$ cat src/rtl/video_pkg.sv
// Shared types and helpers for the raster video source.
// Pure declarations: no latency, no backpressure.
package video_pkg;

  typedef enum logic [2:0] {
    S_IDLE = 3'd0,
    S_VBP  = 3'd1,
    S_ACT  = 3'd2,
    S_HBL  = 3'd3,
    S_VFP  = 3'd4
  } state_t;

  localparam logic [1:0] PAT_INDEX = 2'd0;
  localparam logic [1:0] PAT_COL   = 2'd1;
  localparam logic [1:0] PAT_ROW   = 2'd2;
  localparam logic [1:0] PAT_CHECK = 2'd3;

  // Ceil-log2, but never below 1 so that single-value counters keep a real bit.
  function automatic int clog2(input int n);
    int r;
    r = 0;
    while ((1 << r) < n) r++;
    return (r < 1) ? 1 : r;
  endfunction

endpackage

$ cat src/rtl/video_pattern_unit.sv
// Registered test-pattern datapath: one cycle from (mode,x,y,idx,active) to o_dout.
// No backpressure; o_dout is forced to 0 whenever i_active is low.
module video_pattern_unit
  import video_pkg::*;
#(
  parameter int DW = 8,
  parameter int XW = 2,
  parameter int YW = 1
) (
  input  logic          clk,
  input  logic          rst_n,
  input  logic [1:0]    i_mode,
  input  logic [XW-1:0] i_x,
  input  logic [YW-1:0] i_y,
  input  logic [DW-1:0] i_idx,
  input  logic          i_active,
  output logic [DW-1:0] o_dout
);

  logic [DW-1:0] w_pix;
  logic [DW-1:0] r_dout;

  always_comb begin
    w_pix = '0;
    case (i_mode)
      PAT_INDEX: w_pix = i_idx;
      PAT_COL:   w_pix = DW'(i_x);
      PAT_ROW:   w_pix = DW'(i_y);
      PAT_CHECK: w_pix = (i_x[0] ^ i_y[0]) ? '1 : '0;
      default:   w_pix = '0;
    endcase
    if (!i_active) w_pix = '0;
  end

  always_ff @(posedge clk or negedge rst_n) begin
    if (!rst_n) r_dout <= '0;
    else        r_dout <= w_pix;
  end

  assign o_dout = r_dout;

endmodule

$ cat src/rtl/video_stream_gen.sv
// Raster frame generator (vsync/hsync/data) with selectable test patterns; outputs registered.
// No backpressure: start is only sampled in IDLE and is otherwise dropped, never queued.
module video_stream_gen
  import video_pkg::*;
#(
  parameter int DW  = 8,
  parameter int W   = 4,
  parameter int H   = 2,
  parameter int VBP = 8,
  parameter int HB  = 5,
  parameter int VFP = 3
) (
  input  logic          clk,
  input  logic          rst_n,
  input  logic          start,
  input  logic [1:0]    mode,
  output logic          dout_vsync,
  output logic          dout_hsync,
  output logic [DW-1:0] dout,
  output logic          busy,
  output logic          frame_done
);

  localparam int XW   = clog2(W);
  localparam int YW   = clog2(H);
  localparam int PMAX = (VBP > HB) ? ((VBP > VFP) ? VBP : VFP) : ((HB > VFP) ? HB : VFP);
  localparam int CW   = clog2(PMAX);

  localparam logic [XW-1:0] X_LAST   = XW'(W - 1);
  localparam logic [YW-1:0] Y_LAST   = YW'(H - 1);
  localparam logic [CW-1:0] VBP_LAST = CW'(VBP - 1);
  localparam logic [CW-1:0] HB_LAST  = CW'(HB - 1);
  localparam logic [CW-1:0] VFP_LAST = CW'(VFP - 1);

  state_t        r_state, w_nxt_state;
  logic [XW-1:0] r_x, w_nxt_x;
  logic [YW-1:0] r_y, w_nxt_y;
  logic [CW-1:0] r_cnt, w_nxt_cnt;
  logic [DW-1:0] r_idx, w_nxt_idx;
  logic [1:0]    r_mode, w_nxt_mode;

  logic          r_vsync, r_hsync, r_done;
  logic          w_vsync_d, w_hsync_d, w_done_d;
  logic [DW-1:0] w_dout;

  always_ff @(posedge clk or negedge rst_n) begin
    if (!rst_n) begin
      r_state <= S_IDLE;
      r_x     <= '0;
      r_y     <= '0;
      r_cnt   <= '0;
      r_idx   <= '0;
      r_mode  <= '0;
    end else begin
      r_state <= w_nxt_state;
      r_x     <= w_nxt_x;
      r_y     <= w_nxt_y;
      r_cnt   <= w_nxt_cnt;
      r_idx   <= w_nxt_idx;
      r_mode  <= w_nxt_mode;
    end
  end

  // r_idx tracks y*W+x of the current pixel; it holds across HBL and wraps at 2^DW.
  always_comb begin
    w_nxt_state = r_state;
    w_nxt_x     = r_x;
    w_nxt_y     = r_y;
    w_nxt_cnt   = r_cnt;
    w_nxt_idx   = r_idx;
    w_nxt_mode  = r_mode;
    case (r_state)
      S_IDLE: begin
        if (start) begin
          w_nxt_state = S_VBP;
          w_nxt_cnt   = '0;
          w_nxt_mode  = mode;
        end
      end
      S_VBP: begin
        if (r_cnt == VBP_LAST) begin
          w_nxt_state = S_ACT;
          w_nxt_x     = '0;
          w_nxt_y     = '0;
          w_nxt_idx   = '0;
        end else begin
          w_nxt_cnt = r_cnt + 1'b1;
        end
      end
      S_ACT: begin
        if (r_x == X_LAST) begin
          w_nxt_cnt   = '0;
          w_nxt_state = (r_y == Y_LAST) ? S_VFP : S_HBL;
        end else begin
          w_nxt_x   = r_x + 1'b1;
          w_nxt_idx = r_idx + 1'b1;
        end
      end
      S_HBL: begin
        if (r_cnt == HB_LAST) begin
          w_nxt_state = S_ACT;
          w_nxt_x     = '0;
          w_nxt_y     = r_y + 1'b1;
          w_nxt_idx   = r_idx + 1'b1;
        end else begin
          w_nxt_cnt = r_cnt + 1'b1;
        end
      end
      S_VFP: begin
        if (r_cnt == VFP_LAST) w_nxt_state = S_IDLE;
        else                   w_nxt_cnt   = r_cnt + 1'b1;
      end
      default: w_nxt_state = S_IDLE;
    endcase
  end

  // Outputs are decoded from the next state so the registered flags line up with it.
  always_comb begin
    w_vsync_d = (w_nxt_state != S_IDLE);
    w_hsync_d = (w_nxt_state == S_ACT);
    w_done_d  = (r_state == S_VFP) && (w_nxt_state == S_IDLE);
  end

  always_ff @(posedge clk or negedge rst_n) begin
    if (!rst_n) begin
      r_vsync <= 1'b0;
      r_hsync <= 1'b0;
      r_done  <= 1'b0;
    end else begin
      r_vsync <= w_vsync_d;
      r_hsync <= w_hsync_d;
      r_done  <= w_done_d;
    end
  end

  video_pattern_unit #(
    .DW(DW),
    .XW(XW),
    .YW(YW)
  ) u_pattern (
    .clk      (clk),
    .rst_n    (rst_n),
    .i_mode   (w_nxt_mode),
    .i_x      (w_nxt_x),
    .i_y      (w_nxt_y),
    .i_idx    (w_nxt_idx),
    .i_active (w_hsync_d),
    .o_dout   (w_dout)
  );

  assign dout_vsync = r_vsync;
  assign dout_hsync = r_hsync;
  assign dout       = w_dout;
  assign busy       = r_vsync;
  assign frame_done = r_done;

endmodule

$ cat config.mk
export PLATFORM = sky130hd
export DESIGN_NAME = video_stream_gen
export DESIGN_NICKNAME = d
export VERILOG_FILES = /design/src/rtl/video_pkg.sv /design/src/rtl/video_pattern_unit.sv /design/src/rtl/video_stream_gen.sv
export SDC_FILE = /design/constraint.sdc
export NUM_CORES = 1
export LEC_CHECK = 0
export CORE_MARGIN = 5
export CORE_UTILIZATION = 50
export DETAILED_ROUTE_END_ITERATION = 8
export PLACE_DENSITY = 0.75
export SYNTH_ARGS = -nofsm -noshare
export SYNTH_HDL_FRONTEND = slang
export SYNTH_SLANG_ARGS = --single-unit
export TNS_END_PERCENT = 1
$ cat constraint.sdc
create_clock -name clk -period 2.1 [get_ports clk]
set_clock_uncertainty 0.2 [all_clocks]
set_input_delay 0.315 -clock clk [delete_from_list [all_inputs] [get_ports clk]]
set_output_delay 0.315 -clock clk [all_outputs]
set_load 0.03 [all_outputs]
==> results of run 1 <==
==> worst max-delay path: cells and delay by family, from the launching register on <==
family / cells / cell delay, ns
AND/OR/NAND/NOR: 3 / 0.94
flip-flops: 1 / 0.46
multiplexers: 1 / 0.34
AO/OA/AOI/OAI: 1 / 0.07
==> repair_timing <==
| item | CTS | global route |
|---|---|---|
| endpoints found under the setup margin | 7 | 13 |
| buffers inserted | 0 | 3 |
| pin swaps | 0 | 5 |
| resized for setup | 1 | 19 |
==> metal layers <==
| metal | part of all wire, % | vias to the layer above |
|---|---|---|
| met1 | 47 | 649 |
| li1 | - | 652 |
| met5 | 0 | - |
| met2 | 47 | 29 |
| met3 | 4.5 | 6 |
| met4 | 1.3 | 0 |
==> layout make-up <==
class	count	area [um^2]	share of cell area (%)
Clock buffer	7	55.1	2.61
Clock inverter	1	5.00	0.237
Inverter	7	26.3	1.24
Multi-Input combinational cell	114	878	41.6
Sequential cell	30	752	35.6
Tap cell	44	55.1	2.61
Timing Repair Buffer	40	340	16.1
==> metrics by stage <==
step	cell area, um^2	util, %	worst slack, ns	std cells
after floorplan	1620	-	0.0360	156
after global placement	1960	63.5	-0.199	232
after detailed placement	1960	63.5	-0.237	232
after CTS	2030	65.9	0.000756	240
after global routing	2110	68.6	-0.0325	243
final	2110	68.6	0.0398	243
==> power groups by stage <==
stage	combinational (mW)	sequential, mW	clock [mW]
floorplan	0.922	0.959	0
global placement	1.55	0.869	0
detailed placement	1.61	0.878	0
CTS	1.67	0.867	0.366
global route	1.97	0.899	0.398
finish	1.79	0.875	0.355
==> flip-flops by register name, summed over array words and instances, names as in the netlist <==
register,flops
r_cnt,3
r_state,3
u_pattern.o_dout,8
r_idx,8
r_y,1
r_x,2
busy,1
r_mode,2
dout_hsync,1
frame_done,1
==> cell usage in the layout (no fill, tap or decap), types with 6 or more instances in the layout <==
| cell type | instances |
|---|---|
| sky130_fd_sc_hd__nand2_1 | 8 |
| sky130_fd_sc_hd__buf_4 | 24 |
| sky130_fd_sc_hd__o21ai_0 | 7 |
| sky130_fd_sc_hd__nand3_1 | 7 |
| sky130_fd_sc_hd__nor3_1 | 6 |
| sky130_fd_sc_hd__nor2_1 | 8 |
| sky130_fd_sc_hd__nand2b_1 | 8 |
| sky130_fd_sc_hd__clkdlybuf4s50_1 | 16 |
| sky130_fd_sc_hd__dfrtp_1 | 29 |
==> cell families after synthesis <==
logic type / count (synthesis)
xor+xnor: 1
simple gates: 60
compound gates: 42
flops: 30
mux: 6
buf+inv: 12
fa+ha+maj: 5
==> how the worst max path moves through the flow <==
stage | from | to | depth (start not counted)
global placement | start | u_pattern.o_dout[7] | 6
global route | r_state[2] | u_pattern.o_dout[7] | 5
floorplan | r_state[1] | u_pattern.o_dout[7] | 6
finish | r_state[2] | u_pattern.o_dout[7] | 5
detailed placement | start | u_pattern.o_dout[7] | 6
CTS | r_cnt[1] | u_pattern.o_dout[6] | 7
==> summary.md, run 1 <==
| Metric | Value |
|---|---|
| Post-Syn Area | `between 1500 and 2000 um^2` |
| HPWL after detailed placement | `2630 um` |
| Pin count of the biggest net entering global routing | `31` |
| Net count after synthesis | `166` |
| Number of I/O port buffers | `16` |
| Slowest library cell on the worst path | `sky130_fd_sc_hd__dfrtp_2` |
| Critical path arrival | `2.13 ns` |
| Post-synthesis mux area share | `4.01%` |
| Total Power | `3.02 mW` |
| Portion of total power attributed to the clock network | `11.8%` |
| Cells along the critical path | `nor4b_4 -> mux2_4 -> nand2b_4 -> or4_4 -> o21ai_2` |
| Post-synthesis adder-cell area fraction | `3.86%` |
| Initial core utilization | `52.7%` |
| Hold WS | `roughly 0.16 ns` |
| Share of synthesized area occupied by flip-flops and latches | `a little under half` |
| Top post-synthesis cells by area | `sky130_fd_sc_hd__dfrtp_1 46%, sky130_fd_sc_hd__ha_1 3.9%, sky130_fd_sc_hd__mux2i_1 3.1%` |
| Area grow syn2layout | `30.1%` |
| Fraction of met2 tracks used by global routing | `just under 30%` |
| Total grt overflow | `0` |
| Final layout net count | `between 200 and 250` |
| Routed length per instance | `14.6 um` |
| Residual DRC count | `0` |
| Number of synthesized flops with an enable pin | `0` |
| Fraction of layout instances using a drive strength above 1 | `between 30% and 40%` |
| Most area-hungry cell type in the Yosys netlist | `sky130_fd_sc_hd__dfrtp_1` |
| Met3 global-route usage | `5.90%` |
| Syn avg cell area | `10.4 um^2` |
| Width of the chip | `67.0 um` |
| CP peak stage delay | `between 0.4 and 0.5 ns` |
| Combinational share of power | `between 50% and 60%` |
| Wire length after detailed routing | `3550 um` |
| Ratio of total power to cell area | `1430 nW/um^2` |
| Number of distinct library cells after synthesis | `47` |
| Routability-driven placement congestion ratio | `around 0.92` |
| Met1 track demand over resource | `24.0%` |
| Switching power | `about 1.3 mW` |
| Unrepaired setup endpoints after global routing | `true` |
| CTS sink count | `30` |
| Top flip-flop cell by instance count after synthesis | `sky130_fd_sc_hd__dfrtp_1` |
| Int Power | `~1.7 mW` |
| Compound-gate portion of the synthesized area | `18.5%` |
| Die Y | `67.0 um` |
| RR Startpoint | `r_state[2]` |
| Worst Path Max Fanout | `6` |
| Number of CTS-inserted buffers | `5` |
| CTS H-tree lvls | `2` |
| Share of synthesized cell area in and, or, nand and nor gates | `22.3%` |
| Share of the synthesized area in the top cell type | `roughly 46%` |
| Terminus of the critical flop-to-flop path | `u_pattern.o_dout[7]` |
| Leading cell types by count after synthesis | `30 x sky130_fd_sc_hd__dfrtp_1, 10 x sky130_fd_sc_hd__nor2_1, 9 x sky130_fd_sc_hd__nand2_1` |
| Share of the cycle needed by the critical path after routing | `98.1%` |
| Clock transition time at the flip-flop clock pins of the worst setup and hold paths | `approximately 0.090 ns` |
| Pre-Repair DR Iteration Count | `4` |
| Parity-gate share of the synthesized area counting xor and xnor cells | `1.00%` |
| Transition time of the tightest slew-check pin | `0.373 ns` |
| Iteration-0 DRC Markers | `74` |
| Via Count | `1336` |
| Number of global-route vias before repair | `1300` |
| Number of buffers on the longest clock path | `2` |
| Leak pwr | `around 0.95 nW` |
| Vias/cell | `5.50` |
| Worst Path Class, Setup | `register to register` |
| Data required time of the worst path | `between 2 and 2.5 ns` |
| Count of hold-fix buffers inserted at cts | `0` |
| Reg-to-reg slack, setup | `0.04 ns` |
| Kind of capture point of the worst setup path | `register` |
| Layer carrying the most global-route usage | `met2` |
| Count of maximum capacitance violations | `0` |
| I/O pin count | `17` |
| Global-route wire length before repair | `6180 um` |
| Register share of total power | `29.0%` |
| Post-route minimum period | `roughly 2 ns` |
| Max Transition Viols Final | `0` |
| Clock root buffer | `sky130_fd_sc_hd__clkbuf_4` |
| Net switching share of the total power | `43.0%` |
| Cell count after synthesis | `156` |
| Cell depth of the worst flop-to-flop path | `5` |
| Die Footprint | `roughly 4500 um^2` |
| Number of routed nets with antenna violations | `0` |
| Most used standard cell by instance count after synthesis | `sky130_fd_sc_hd__dfrtp_1` |
| Post-synthesis sequential element count | `30` |
| Type of origin of the critical path | `register` |
| Antenna cells | `0` |
| Share of flip-flops with an asynchronous set or reset after synthesis | `100%` |
| Count of standard-cell rows | `20` |
| Total Negative Setup Slacks | `0 ns` |
| Peak VDD IR | `0.784 mV` |
| Outcome | `finished clean` |
| Antenna violations before repair | `0` |
| Filler Cell Count | `249` |
| Worst hold path type | `primary input to async pin` |
| Upper clock frequency limit | `485 MHz` |
| Total core area | `just over 3000 um^2` |
| Relative slew slack | `around 75%` |
| Clk Latency, worst-skew pair | `0.33 ns` |
| Number of warnings issued by yosys | `0` |
| Setup Viol. Count Final | `0` |
| CTS tree | `done` |
| Final-report hold violation count | `0` |
| Largest family of logic cells by synthesized area | `simple AND/OR/NAND/NOR gates` |
| Global-route usage over all layers | `roughly 19%` |
No activity file was read; power rests on OpenSTA's default activity.
==> run 2, diff against run 1 <==
--- a/config.mk
+++ b/config.mk
@@ -9,6 +9,7 @@
 export CORE_UTILIZATION = 50
 export DETAILED_ROUTE_END_ITERATION = 8
 export PLACE_DENSITY = 0.75
+export SKIP_LAST_GASP = 1
 export SYNTH_ARGS = -nofsm -noshare
 export SYNTH_HDL_FRONTEND = slang
 export SYNTH_SLANG_ARGS = --single-unit
==> run 2 against run 1 <==
  * First-iteration DRC count is 9.5% lower
  * Global-route usage stayed put
  * Largest cell class unchanged
  * Via count is 0.90% lower
  * Wire length is 0.62% lower
  * Non-clock buffer count stayed put
  * Critical path depth stayed put
  * Worst setup slack worse by 0.0018 ns
  * Combinational power hardly changed
  * Critical path type unchanged
==> summary.md, run 2 (synthesis gave the netlist of run 1 again) <==
| Metric | Value |
|---|---|
| Count of standard-cell rows | `20 (unchanged)` |
| Worst path top cell family by delay | `simple AND/OR/NAND/NOR gates` |
| Leak pwr | `0.952 nW (-0.23%)` |
| Number of buffers on the longest clock path | `2 (unchanged)` |
| Die Y | `67.0 um (unchanged)` |
| Worst Path Max Fanout | `6 (unchanged)` |
| Final Core Density | `68.5% (-0.081 points)` |
| Fraction of layout instances using a drive strength above 1 | `30.7% (unchanged)` |
| Type of origin of the critical path | `register` |
| Ratio of total power to cell area | `1430 nW/um^2 (-0.20%)` |
| Transition time of the tightest slew-check pin | `0.380 ns (+0.00758 ns)` |
| Wire length after detailed routing | `3530 um (-0.62%)` |
| Most frequent cells in the layout | `29 x sky130_fd_sc_hd__dfrtp_1, 24 x sky130_fd_sc_hd__buf_4, 16 x sky130_fd_sc_hd__clkdlybuf4s50_1` |
| Origin of the worst setup path | `r_state[2]` |
| Iteration-0 DRC Markers | `67 (-9.5%)` |
| Terminus of the critical flop-to-flop path | `u_pattern.o_dout[7]` |
| Pre-CTS WS | `-0.237 ns (unchanged)` |
| Kind of capture point of the worst setup path | `register` |
| Post-Place Cell Area | `1960 um^2 (unchanged)` |
| Upper clock frequency limit | `485 MHz (about the same)` |
| Antenna violations before repair | `0 (unchanged)` |
| Buffering stage count on the worst path with inverters included | `0 (unchanged)` |
| Slowest library cell on the worst path | `sky130_fd_sc_hd__dfrtp_2` |
| Final layout net count | `208 (unchanged)` |
| Setup WS post-layout | `0.0380 ns (-0.00181 ns)` |
| Pre-Repair DR Iteration Count | `4 (unchanged)` |
| Via Count | `1324 (-0.90%)` |
| CTS sink count | `30 (unchanged)` |
| Total grt overflow | `0 (unchanged)` |
| Critical path arrival | `2.13 ns (about the same)` |
| Worst Path Class, Setup | `register to register` |
| Routed length per instance | `14.5 um (-0.62%)` |
| Most common cell after layout, fill and taps aside | `sky130_fd_sc_hd__dfrtp_1` |
| Number of I/O port buffers | `16 (unchanged)` |
| Clock root buffer | `sky130_fd_sc_hd__clkbuf_4` |
| Cell depth of the worst flop-to-flop path | `5 (unchanged)` |
| I/O pin count | `17 (unchanged)` |
| Pin count of the biggest net entering global routing | `31 (unchanged)` |
| Relative slew slack | `74.5% (-0.51 points)` |
| Residual DRC count | `0 (unchanged)` |
| Clk Latency, worst-skew pair | `0.33 ns (about the same)` |
| Worst hold path type | `primary input to async pin` |
| Width of the chip | `67.0 um (unchanged)` |
| CTS tree | `done` |
| Setup Viol. Count Final | `0 (unchanged)` |
| Vias/cell | `5.45 (-0.90%)` |
| Post-route minimum period | `2.06 ns (+0.00181 ns)` |
| Routability-driven placement congestion ratio | `0.917 (unchanged)` |
| Share of the cycle needed by the critical path after routing | `98.2% (about the same)` |
| Reg-to-reg slack, setup | `0.04 ns (about the same)` |
| HPWL after detailed placement | `2630 um (unchanged)` |
| Count of maximum capacitance violations | `0 (unchanged)` |
| Final std cell area, no fill | `2110 um^2 (-0.12%)` |
| Number of CTS-inserted buffers | `5 (unchanged)` |
| Number of global-route vias before repair | `1300 (unchanged)` |
| RR Startpoint | `r_state[2]` |
| Max Transition Viols Final | `0 (unchanged)` |
| Total core area | `3080 um^2 (unchanged)` |
| Unrepaired setup endpoints after global routing | `true` |
| Outcome | `finished clean` |
| Clock transition time at the flip-flop clock pins of the worst setup and hold paths | `0.09 ns (about the same)` |
| Global-route usage over all layers | `18.6% (unchanged)` |
| Area grow syn2layout | `30.0%` |
| Peak VDD IR | `0.781 mV (-0.45%)` |
| CP peak stage delay | `0.46 ns (about the same)` |
| CTS H-tree lvls | `2 (unchanged)` |
| Cells along the critical path | `nor4b_4 -> mux2_4 -> nand2b_4 -> or4_4 -> o21ai_2` |
| Die Footprint | `4480 um^2 (unchanged)` |
| Antenna cells | `0 (unchanged)` |
| Data required time of the worst path | `2.17 ns (about the same)` |
| Initial core utilization | `52.7% (unchanged)` |
| Final-report hold violation count | `0 (unchanged)` |
| Global-route wire length before repair | `6180 um (unchanged)` |
| Number of routed nets with antenna violations | `0 (unchanged)` |
==> run 2: metrics by stage <==
step | hold slack [ns] | setup TNS, ns | power (mW) | cells
floorplan | -0.181 | 0 | 1.88 | 156
global placement | 0.289 | -1.17 | 2.42 | 232
detailed placement | 0.311 | -1.69 | 2.49 | 232
CTS | 0.161 | 0 | 2.90 | 240
global route | 0.205 | -0.178 | 3.26 | 243
finish | 0.160 | 0 | 3.01 | 243
==> run 2: worst max path at each step <==
| stage | depth (start not counted) | endpoint |
|---|---|---|
| 2_1_floorplan | 6 | u_pattern.o_dout[7] |
| 3_3_place_gp | 6 | u_pattern.o_dout[7] |
| 3_5_place_dp | 6 | u_pattern.o_dout[7] |
| 4_1_cts | 7 | u_pattern.o_dout[6] |
| 5_1_grt | 5 | u_pattern.o_dout[7] |
| 6_report | 5 | u_pattern.o_dout[7] |
==> run 2: metal layers <==
metal | global-route usage [%] | up-vias | wire (um)
met2 | 29.3 | 27 | 1650
met3 | 5.90 | 5 | 164
li1 | - | 651 | -
met5 | 0 | - | 0
met1 | 24.0 | 641 | 1670
met4 | 6.08 | 0 | 50
==> run 2: area by class of cell <==
cell class | count | area, um^2
fill | 249 | 968
clock inverter | 1 | 5.00
multi-input combinational | 114 | 876
tap | 44 | 55.1
clock buffer | 7 | 55.1
sequential | 30 | 752
timing repair buffer | 40 | 340
inverter | 7 | 26.3
==> run 2: repair_timing <==
item                                   CTS  global route
hold buffers                             0             0
endpoints found under the hold margin    0             0
resized for setup                        1            18
pin swaps                                0             4
setup endpoints to repair                7            13
setup buffers                            0             3
==> run 2: worst register-to-register path: cells and delay by family (launching register included) <==
kind            cells  cell delay (ns)
compound gates      1             0.07
flops               1             0.46
mux                 1             0.34
simple gates        3             0.94
==> run 2: power breakdown <==
part / total [mW] / leakage, nW / internal (mW) / switching, mW
sequential: 0.875 / 0.386 / 0.744 / 0.130
combinational: 1.78 / 0.531 / 0.810 / 0.972
clock: 0.355 / 0.0353 / 0.162 / 0.193
total: 3.01 / 0.952 / 1.72 / 1.30
==> run 3, diff against run 2 <==
--- a/config.mk
+++ b/config.mk
@@ -8,7 +8,7 @@
 export CORE_MARGIN = 5
 export CORE_UTILIZATION = 50
 export DETAILED_ROUTE_END_ITERATION = 8
-export PLACE_DENSITY = 0.75
+export PLACE_DENSITY_LB_ADDON = 0.08
 export SKIP_LAST_GASP = 1
 export SYNTH_ARGS = -nofsm -noshare
 export SYNTH_HDL_FRONTEND = slang
==> run 3 against run 2 <==
  * Count of clock-buffer cells in the layout stayed put
  * Via count shrank 1.7%
  * Die area stayed put
  * Global-route usage down 0.31 points
  * Largest cell class unchanged
==> summary.md, run 3 (synthesis gave the netlist of run 1 again) <==
| Metric | Value |
|---|---|
| Iteration-0 DRC Markers | `58 (-13%)` |
| Max Transition Viols Final | `0 (unchanged)` |
| Fraction of layout instances using a drive strength above 1 | `27.3% (-3.4 points)` |
| Share of the cycle needed by the critical path after routing | `97.8% (-0.42 points)` |
| Number of buffers on the longest clock path | `2 (unchanged)` |
| CTS sink count | `30 (unchanged)` |
| Post-route minimum period | `2.05 ns (-0.00886 ns)` |
| Final std cell area, no fill | `2070 um^2 (-2.1%)` |
| Kind of capture point of the worst setup path | `register` |
| Setup Viol. Count Final | `0 (unchanged)` |
| Number of routed nets with antenna violations | `0 (unchanged)` |
| Total core area | `3080 um^2 (unchanged)` |
| Initial core utilization | `52.7% (unchanged)` |
| Vias/cell | `5.38 (-1.3%)` |
| Unrepaired setup endpoints after global routing | `true` |
| CTS tree | `done` |
| Area grow syn2layout | `27.3%` |
| Cell depth of the worst flop-to-flop path | `5 (unchanged)` |
| Antenna violations before repair | `0 (unchanged)` |
| Die Y | `67.0 um (unchanged)` |
| Total grt overflow | `0 (unchanged)` |
| Outcome | `finished clean` |
| Ratio of total power to cell area | `1420 nW/um^2 (-0.25%)` |
| Wire length after detailed routing | `3610 um (+2.3%)` |
| Routed length per instance | `14.9 um (+2.7%)` |
| Transition time of the tightest slew-check pin | `0.381 ns (+0.00119 ns)` |
| Pin count of the biggest net entering global routing | `31 (unchanged)` |
| CTS H-tree lvls | `2 (unchanged)` |
| Most frequent cells in the layout | `30 x sky130_fd_sc_hd__dfrtp_1, 23 x sky130_fd_sc_hd__buf_4, 16 x sky130_fd_sc_hd__clkdlybuf4s50_1` |
| Residual DRC count | `0 (unchanged)` |
| Count of maximum capacitance violations | `0 (unchanged)` |
| Type of origin of the critical path | `register` |
| Number of I/O port buffers | `16 (unchanged)` |
| Global-route usage over all layers | `18.3% (-0.31 points)` |
| Clock transition time at the flip-flop clock pins of the worst setup and hold paths | `0.09 ns (about the same)` |
| Count of standard-cell rows | `20 (unchanged)` |
| Leak pwr | `0.940 nW (-1.2%)` |
| Clk Latency, worst-skew pair | `0.33 ns (about the same)` |
| Most common cell after layout, fill and taps aside | `sky130_fd_sc_hd__dfrtp_1` |
| Relative slew slack | `74.6% (+0.12 points)` |
| Die Footprint | `4480 um^2 (unchanged)` |
| Data required time of the worst path | `2.16 ns (about the same)` |
| Routability-driven placement congestion ratio | `0.863 (-5.9%)` |
| Count of hold-fix buffers inserted at cts | `0 (unchanged)` |
| Post-Place Cell Area | `1970 um^2 (+0.77%)` |
| Clock root buffer | `sky130_fd_sc_hd__clkbuf_4` |
| Upper clock frequency limit | `487 MHz (+0.43%)` |
| Total Negative Setup Slacks | `0 ns (unchanged)` |
| Final layout net count | `207 (-0.48%)` |
| Global-route wire length before repair | `6090 um (-1.5%)` |
| Antenna cells | `0 (unchanged)` |
| Critical path arrival | `2.12 ns (about the same)` |
| Worst Path Max Fanout | `6 (unchanged)` |
| I/O pin count | `17 (unchanged)` |
| Number of global-route vias before repair | `1318 (+1.4%)` |
| Width of the chip | `67.0 um (unchanged)` |
| HPWL after detailed placement | `2740 um (+4.1%)` |
| Number of CTS-inserted buffers | `5 (unchanged)` |
| Final-report hold violation count | `0 (unchanged)` |
| Worst Path Class, Setup | `register to register` |
| Via Count | `1301 (-1.7%)` |
| Pre-Repair DR Iteration Count | `4 (unchanged)` |
| Peak VDD IR | `0.908 mV (+16%)` |
| Worst hold path type | `primary input to async pin` |
[run 3: cell count changes in the layout (fill, tap and decap cells not counted), sizes merged]
cell	change
buf	-1
[run 3: worst paths after layout]
kind / slack (ns) / start / end
max in group asynchronous: 1.26 / rst_n / r_y
min in group clk: 0.33 / r_idx[1] / r_idx[1]
hold / removal: 0.16 / rst_n / r_idx[6]
hold reg to reg: 0.33 / r_idx[1] / r_idx[1]
setup / recovery: 0.05 / r_state[2] / u_pattern.o_dout[7]
setup reg to reg: 0.05 / r_state[2] / u_pattern.o_dout[7]
[run 3: metrics by stage]
stage / instances / utilization, % / total power [mW] / hold slack [ns] / setup slack [ns]
5_1_grt: 242 / 67.1 / 3.18 / 0.191 / -0.0416
3_3_place_gp: 234 / 64.0 / 2.49 / 0.291 / -0.193
6_report: 242 / 67.1 / 2.94 / 0.163 / 0.0469
3_5_place_dp: 234 / 64.0 / 2.53 / 0.306 / -0.226
2_1_floorplan: 156 / - / 1.88 / -0.181 / 0.0360
4_1_cts: 242 / 66.2 / 2.92 / 0.159 / -0.00142
[run 3: worst max-delay path: stages, from the launching register on]
cell,delay [ns]
sky130_fd_sc_hd__dfrtp_1,0.48
sky130_fd_sc_hd__nor4b_4,0.35
sky130_fd_sc_hd__mux2_4,0.34
sky130_fd_sc_hd__nand2b_4,0.15
sky130_fd_sc_hd__or4_4,0.41
sky130_fd_sc_hd__o21ai_2,0.06
[run 3: cell type report]
| cell class | instances | area, um^2 |
|---|---|---|
| Clock buffer | 7 | 55.1 |
| Clock inverter | 1 | 5.00 |
| Fill cell | 261 | 1010 |
| Inverter | 7 | 26.3 |
| Multi-Input combinational cell | 114 | 841 |
| Sequential cell | 30 | 751 |
| Tap cell | 44 | 55.1 |
| Timing Repair Buffer | 39 | 333 |
[run 3: report_power, final]
| group | internal (mW) | switching, mW |
|---|---|---|
| Combinational | 0.798 | 0.909 |
| Sequential | 0.744 | 0.133 |
| Clock | 0.162 | 0.196 |
| Total | 1.70 | 1.24 |
[run 3: metal layers]
metal  vias up  global-route usage [%]  routed length [um]
met3         7                    5.90                 133
li1        644                       -                   -
met5         -                       0                   0
met4         0                    5.32                  48
met1       633                    22.1                1620
met2        17                    30.8                1810
[run 3: repair_timing]
item | 4_1_cts | 5_1_grt
setup buffers | 0 | 0
resized for setup | 2 | 9
setup endpoints to repair | 5 | 10
